==> src/rtl/pipeline_stall_ctrl.sv <==
// Central stall/flush sequencer: per-stage register enables, bubbles and IF/ID flush.
// Latency: outputs are combinational from registered state plus ID-stage hazard inputs.
// Backpressure: freezes upstream stages on RAW hazard, mult/div occupancy and halt.
// Optional statistics counters are built only when STALL_STATS_EN is defined.
module pipeline_stall_ctrl #(
  parameter int unsigned MD_LATENCY = 4,
  parameter int unsigned STAT_W     = 32
) (
  input  logic              clk,
  input  logic              rst,
  input  logic              raw_hazard_id,
  input  logic              redirect_id,
  input  logic              md_start_ex,
  input  logic              halt_syscall_wb,
  input  logic              resume,
  output logic              pc_en,
  output logic              if_id_en,
  output logic              id_ex_en,
  output logic              ex_mem_en,
  output logic              mem_wb_en,
  output logic              id_ex_bubble,
  output logic              ex_mem_bubble,
  output logic              if_id_flush,
  output logic              halted,
  output logic [STAT_W-1:0] stall_cycles,
  output logic [STAT_W-1:0] flush_count
);

  typedef enum logic [1:0] {
    S_RUN     = 2'd0,
    S_MD_WAIT = 2'd1,
    S_HALT    = 2'd2
  } state_t;

  // A single-cycle mult/div never needs the wait state.
  localparam bit         MD_MULTI  = (MD_LATENCY > 1);
  // The first EX cycle happens in RUN, so the wait state covers LATENCY-1 cycles.
  localparam logic [3:0] MD_RELOAD = MD_MULTI ? 4'(MD_LATENCY - 2) : 4'd0;

  state_t     state_q, state_d;
  logic [3:0] md_cnt_q, md_cnt_d;

  // State and occupancy counter registers.
  always_ff @(posedge clk) begin
    if (rst) begin
      state_q  <= S_RUN;
      md_cnt_q <= 4'd0;
    end else begin
      state_q  <= state_d;
      md_cnt_q <= md_cnt_d;
    end
  end

  // Next-state logic: halt overrides everything, including a fresh mult/div start.
  always_comb begin
    state_d  = state_q;
    md_cnt_d = md_cnt_q;
    if (halt_syscall_wb) begin
      state_d  = S_HALT;
      md_cnt_d = 4'd0;
    end else begin
      case (state_q)
        S_RUN: begin
          if (md_start_ex && MD_MULTI) begin
            state_d  = S_MD_WAIT;
            md_cnt_d = MD_RELOAD;
          end
        end
        S_MD_WAIT: begin
          if (md_cnt_q == 4'd0) begin
            state_d = S_RUN;
          end else begin
            md_cnt_d = md_cnt_q - 4'd1;
          end
        end
        S_HALT: begin
          if (resume) begin
            state_d = S_RUN;
          end
        end
        default: begin
          state_d  = S_RUN;
          md_cnt_d = 4'd0;
        end
      endcase
    end
  end

  // Output decode: same-cycle response so a hazard stalls in the cycle it is seen.
  always_comb begin
    pc_en         = 1'b1;
    if_id_en      = 1'b1;
    id_ex_en      = 1'b1;
    ex_mem_en     = 1'b1;
    mem_wb_en     = 1'b1;
    id_ex_bubble  = 1'b0;
    ex_mem_bubble = 1'b0;
    if_id_flush   = 1'b0;
    halted        = 1'b0;
    case (state_q)
      S_RUN: begin
        if (raw_hazard_id) begin
          // Branch operands are stale under a RAW hazard, so any redirect waits.
          pc_en        = 1'b0;
          if_id_en     = 1'b0;
          id_ex_bubble = 1'b1;
        end else if (redirect_id) begin
          if_id_flush = 1'b1;
        end
      end
      S_MD_WAIT: begin
        // Everything up to EX is frozen; MEM/WB keep draining older work.
        pc_en         = 1'b0;
        if_id_en      = 1'b0;
        id_ex_en      = 1'b0;
        ex_mem_en     = 1'b0;
        ex_mem_bubble = 1'b1;
      end
      S_HALT: begin
        pc_en     = 1'b0;
        if_id_en  = 1'b0;
        id_ex_en  = 1'b0;
        ex_mem_en = 1'b0;
        mem_wb_en = 1'b0;
        halted    = 1'b1;
      end
      default: begin
        pc_en = 1'b1;
      end
    endcase
  end

`ifdef STALL_STATS_EN
  localparam logic [STAT_W-1:0] STAT_MAX = {STAT_W{1'b1}};

  logic [STAT_W-1:0] stall_q, stall_d;
  logic [STAT_W-1:0] flush_q, flush_d;

  // Saturating increments; halted cycles are not counted as stalls.
  always_comb begin
    stall_d = stall_q;
    flush_d = flush_q;
    if (!pc_en && (state_q != S_HALT) && (stall_q != STAT_MAX)) begin
      stall_d = stall_q + STAT_W'(1);
    end
    if (if_id_flush && (flush_q != STAT_MAX)) begin
      flush_d = flush_q + STAT_W'(1);
    end
  end

  // Statistics registers.
  always_ff @(posedge clk) begin
    if (rst) begin
      stall_q <= '0;
      flush_q <= '0;
    end else begin
      stall_q <= stall_d;
      flush_q <= flush_d;
    end
  end

  assign stall_cycles = stall_q;
  assign flush_count  = flush_q;
`else
  assign stall_cycles = '0;
  assign flush_count  = '0;
`endif

endmodule
==> config.mk <==
export PLATFORM = sky130hd
export DESIGN_NAME = pipeline_stall_ctrl
export DESIGN_NICKNAME = d
export VERILOG_FILES = /design/src/rtl/pipeline_stall_ctrl.sv
export SDC_FILE = /design/constraint.sdc
export NUM_CORES = 1
export LEC_CHECK = 0
export CORE_MARGIN = 2
export CORE_UTILIZATION = 32
export CTS_CLUSTER_DIAMETER = 50
export DETAILED_ROUTE_END_ITERATION = 10
export GPL_TIMING_DRIVEN = 0
export PLACE_DENSITY = 0.82
export SYNTH_ARGS = -nofsm -noshare
export SYNTH_HDL_FRONTEND = slang
export SYNTH_SLANG_ARGS = --single-unit
==> constraint.sdc <==
create_clock -name clk -period 1.7 [get_ports clk]
set_input_delay 0.34 -clock clk [delete_from_list [all_inputs] [get_ports clk]]
set_output_delay 0.34 -clock clk [all_outputs]
set_load 0.02 [all_outputs]
; ---- Yosys cells after proc, flatten, opt, wreduce, memory -nomap -nowiden
; Index checks and enable logic that the tools add are counted.
[classes]
n_addsub = 1
n_mul = 0
n_div = 0
order_cmp = 0
n_eq_ne = 9
n_shift = 0
n_mux = 19
n_bitwise = 1
reduce_logical = 7
[ops]
columns = cell, count
row1 = $pmux 4 s3, 1
row2 = $mux 1, 10
row3 = $ne 3x3->1 const B, 3
row4 = $reduce_and 3->1, 3
row5 = $mux 2, 4
row6 = $mux 4, 2
row7 = $ne 2x2->1 const B, 4
row8 = $pmux 2 s3, 1
row9 = $logic_not 4->1, 1
row10 = $reduce_or 2->1, 2
row11 = $sub 4x1->4 const B, 1
row12 = $eq 2x1->1 const B, 1
row13 = $eq 2x2->1 const B, 1
row14 = $logic_not 2->1, 1
row15 = $pmux 1 s2, 1
row16 = $not 1->1, 1
[word_totals]
register_bits = 6
latchBits = 0
mem_bits_rw = 0
romBits = 0
in_bits = 7
out_inout_bits = 73
elab_cells = 40
n_memories = 0

; ---- Logic depth before layout (Yosys ltp)
[depth]
ltp_word = 4
mapped_depth = 6
depth_no_buf = 6

; ---- Least setup slack after synthesis
; Ideal clock, no wire load.
[synth_path]
path_kind = register to output
start = register state_q[0]
end = output pc_en
t_arrival_ns = 1.465
required_ns = 1.360
slack_ns = -0.105
path_stages_with_launch = 6
path_buffers = 1
cell_sequence = dfxtp_1 > inv_1 > ha_1 > and2_1 > a21oi_1 > buf_4
[synth_between]
elab_chain_cells = 3
word_cells_on_any_way = 5
classes_between = eq/ne (2) / mux (1) / reduce/logical (2)
[synth_lines]
columns = item, line_no
row1 = from (decl), 40  ; state_t state_q, state_d;
row2 = from (signal assigned), 49  ; state_q <= state_d;
row3 = $eq 2x2->1 / $eq 2x1->1 (equally long branches), -
row4 = $reduce_or 2->1 (no source line), -
row5 = $pmux 1 s2 *, -
row6 = to (decl), 16  ; output logic pc_en,
; Every way passes the cells marked *; elsewhere a longest branch is shown, timed or not.

; ---- Worst setup path after layout
[layout_path]
start = register md_cnt_q[0]
end = register state_q[0]
[layout_between]
elab_chain_cells = 3
[layout_lines]
columns = item, line_no
row1 = from (decl), 41  ; logic [3:0] md_cnt_q, md_cnt_d;
row2 = from (signal assigned), 50  ; md_cnt_q <= md_cnt_d;
row3 = $logic_not 4->1, 70  ; if (md_cnt_q == 4'd0) begin
row4 = $ne 2x2->1 (no source line), -
row5 = $reduce_and 3->1 (no source line), -
; No other way between the ends.
; A chain may end at the register's enable or synchronous reset.

==> flow_summary.ini <==
[die]
start_util_pct = 33.3
io_pins = 80
die_x_um = 57.4
die_y_um = 57.4
coreArea_um2 = 2730
rows = 19
die-area_um2 = 3290

[sta]
period_minus_slack_ns = 1.62
hold_viol_final = 0
slew_violations = 0
setup_viol = 0
max_freq_ghz = 0.619
worst_slack_ns = 0.0848
skew_ns = 0.00708
period_share_pct = 95.0

[power_and_ir_drop]
power_density_nw_per_um2 = 489
power_leakage_nw = 0.818
vdd_ir_drop_max_v = 0.000353

[routing]
vias = 723
wl_per_cell_um = 6.55
drt_first_pass_iters = 4
drt_iter0_markers = 8
ant_nets = 0
wl_um = 1510
avgViaCountPerCell = 3.14
drc = 0

[setup_path]
path_delay_family = simple AND/OR/NAND/NOR gates
crit_fanout = 4
critPathLaunchType = flip-flop
crit_slowest_cell = or3b_4
crit_buf_inv = 1
cp_slowest_stage_delay_ns = 0.37
cp-end-kind = flip-flop
crit_required_ns = 1.82
crit_chain = inv_2, ha_4, or3b_4, a221o_1, mux2i_1, nor2_1
arrival_ns = 1.74
worstSetupPathType = flip-flop to flip-flop
reg2reg_slack_ns = 0.08

[clock_network]
post_cts_buffers = 0
clk_latency_ns = 0.24
cts.htree.levels = 1
clk_pin_slew_ns = 0.05
cts_tree = built
clock-root-buffer = clkbuf_4
cts_sinks = 6
cts-buffers-inserted = 3
holdBufCountCts = 0
clockBufferDepth = 2

[placement]
dp_cells = 227
io_buffers = 15
gp_congestion = 0.747
dp_slack_ns = -0.400

[yosys]
avgSynthCellArea_um2 = 7.72
syn-instance-count = 118
synth_seq_cells = 6
synth_warnings = 0
yosysSeqAreaShare_pct = 13.2
yosysUniqueCellTypes = 22
synth_area_um2 = 911

[final_layout]
final_nets = 213
final_cell_mix = 66 x buf_4, 64 x conb_1, 6 x clkdlybuf4s50_1
layout_commonest_cell = buf_4
syn2layout_area_growth_pct = 52.1
n_antenna_cell = 0
drive_above_1_share_pct = 45.7
stdcell_count = 230

[global_routing]
antenna_found_initial = 0
grt_util_all_layers_pct = 8.31
grt_pass1_wl_um = 2170
overflow = 0
grt_pass1_vias = 545
grt_max_degree = 9

[flow_run]
drv_cap = 0

[worst_hold_path]
worstHoldPathType = flip-flop to flip-flop

[status]
status = finished clean
==> Yosys cell counts (all sizes together) <==
| cell | number | area [um^2] |
|---|---|---|
| a21oi | 5 | 25.0 |
| mux2i | 1 | 10.0 |
| nor3b | 3 | 22.5 |
| nand4 | 1 | 6.26 |
| dfxtp | 6 | 120 |
| a2111oi | 1 | 8.76 |
| nor2b | 2 | 12.5 |
| or2 | 1 | 6.26 |
| or3b | 1 | 8.76 |
| nor2 | 3 | 11.3 |
| buf | 66 | 495 |
| conb | 1 | 3.75 |
| o31a | 1 | 10.0 |
| o21ai | 5 | 25.0 |
| nor3 | 1 | 5.00 |
| and2b | 1 | 7.51 |
| ha | 5 | 62.6 |
| and3b | 1 | 10.0 |
| inv | 9 | 33.8 |
| and2 | 1 | 6.26 |
| a221o | 1 | 10.0 |
| nand3 | 2 | 10.0 |
==> worst paths after layout <==
path / start / endpoint / cells past startpoint
min reg2reg: state_q[1] / state_q[1] / 2
max reg2reg: md_cnt_q[0] / state_q[0] / 6
max: md_cnt_q[0] / state_q[0] / 6
min: state_q[1] / state_q[1] / 2
==> where the power goes <==
part	total (mW)	internal (mW)	switching (mW)
Clock	0.128	0.0796	0.0481
Combinational	0.397	0.175	0.222
Sequential	0.152	0.147	0.00507
==> tightest hold or removal path: cells and delay by family (launching register included) <==
| kind | cells | cell delay, ns |
|---|---|---|
| flip-flops | 1 | 0.34 |
| AO/OA/AOI/OAI | 1 | 0.07 |
| AND/OR/NAND/NOR | 1 | 0.07 |
==> per-layer routing <==
metal | part of all wire, % | up-vias | global-route usage, %
li1 | - | 411 | -
met1 | 36 | 275 | 8.17
met2 | 54 | 37 | 15.9
met3 | 10 | 0 | 3.40
met4 | 0 | 0 | 1.99
met5 | 0 | - | 0
==> cell families after synthesis <==
kind of cell	Yosys count	share of synthesized area, %
simple gates	17	11.7
fa+ha+maj	5	6.87
compound gates	13	8.65
buf+inv	75	58.1
mux	1	1.10
other cells	1	0.412
flops	6	13.2
==> final cells by class <==
class                   instances  area [um^2]
fillers                       273         1350
inverters                       9         33.8
flip-flops and latches          6          125
clock buffers                   3         22.5
multi-input cells             100          534
repair buffers                 15          135
well taps                      31         38.8
plain buffers                  66          495
==> registers in the layout, summed over array words and instances, names as in the netlist <==
signal,cells
md_cnt_q,4
state_q,2
==> through the flow <==
step | util (%) | hold WS (ns) | area [um^2] | power [mW] | setup TNS (ns)
after floorplan | - | 0.412 | 1150 | 0.478 | 0
after global placement | 49.0 | 0.495 | 1340 | 0.543 | -1.30
after detailed placement | 49.0 | 0.509 | 1340 | 0.546 | -1.42
after CTS | 49.3 | 0.501 | 1350 | 0.663 | -0.0206
after global routing | 50.7 | 0.529 | 1390 | 0.724 | -0.00888
final | 50.7 | 0.513 | 1390 | 0.677 | 0
==> what timing repair did <==
item,4_1_cts,5_1_grt
endpoints found under the setup margin,9,10
gates resized for setup,28,14
pin swaps,0,3
No activity file was read; power rests on OpenSTA's default activity.
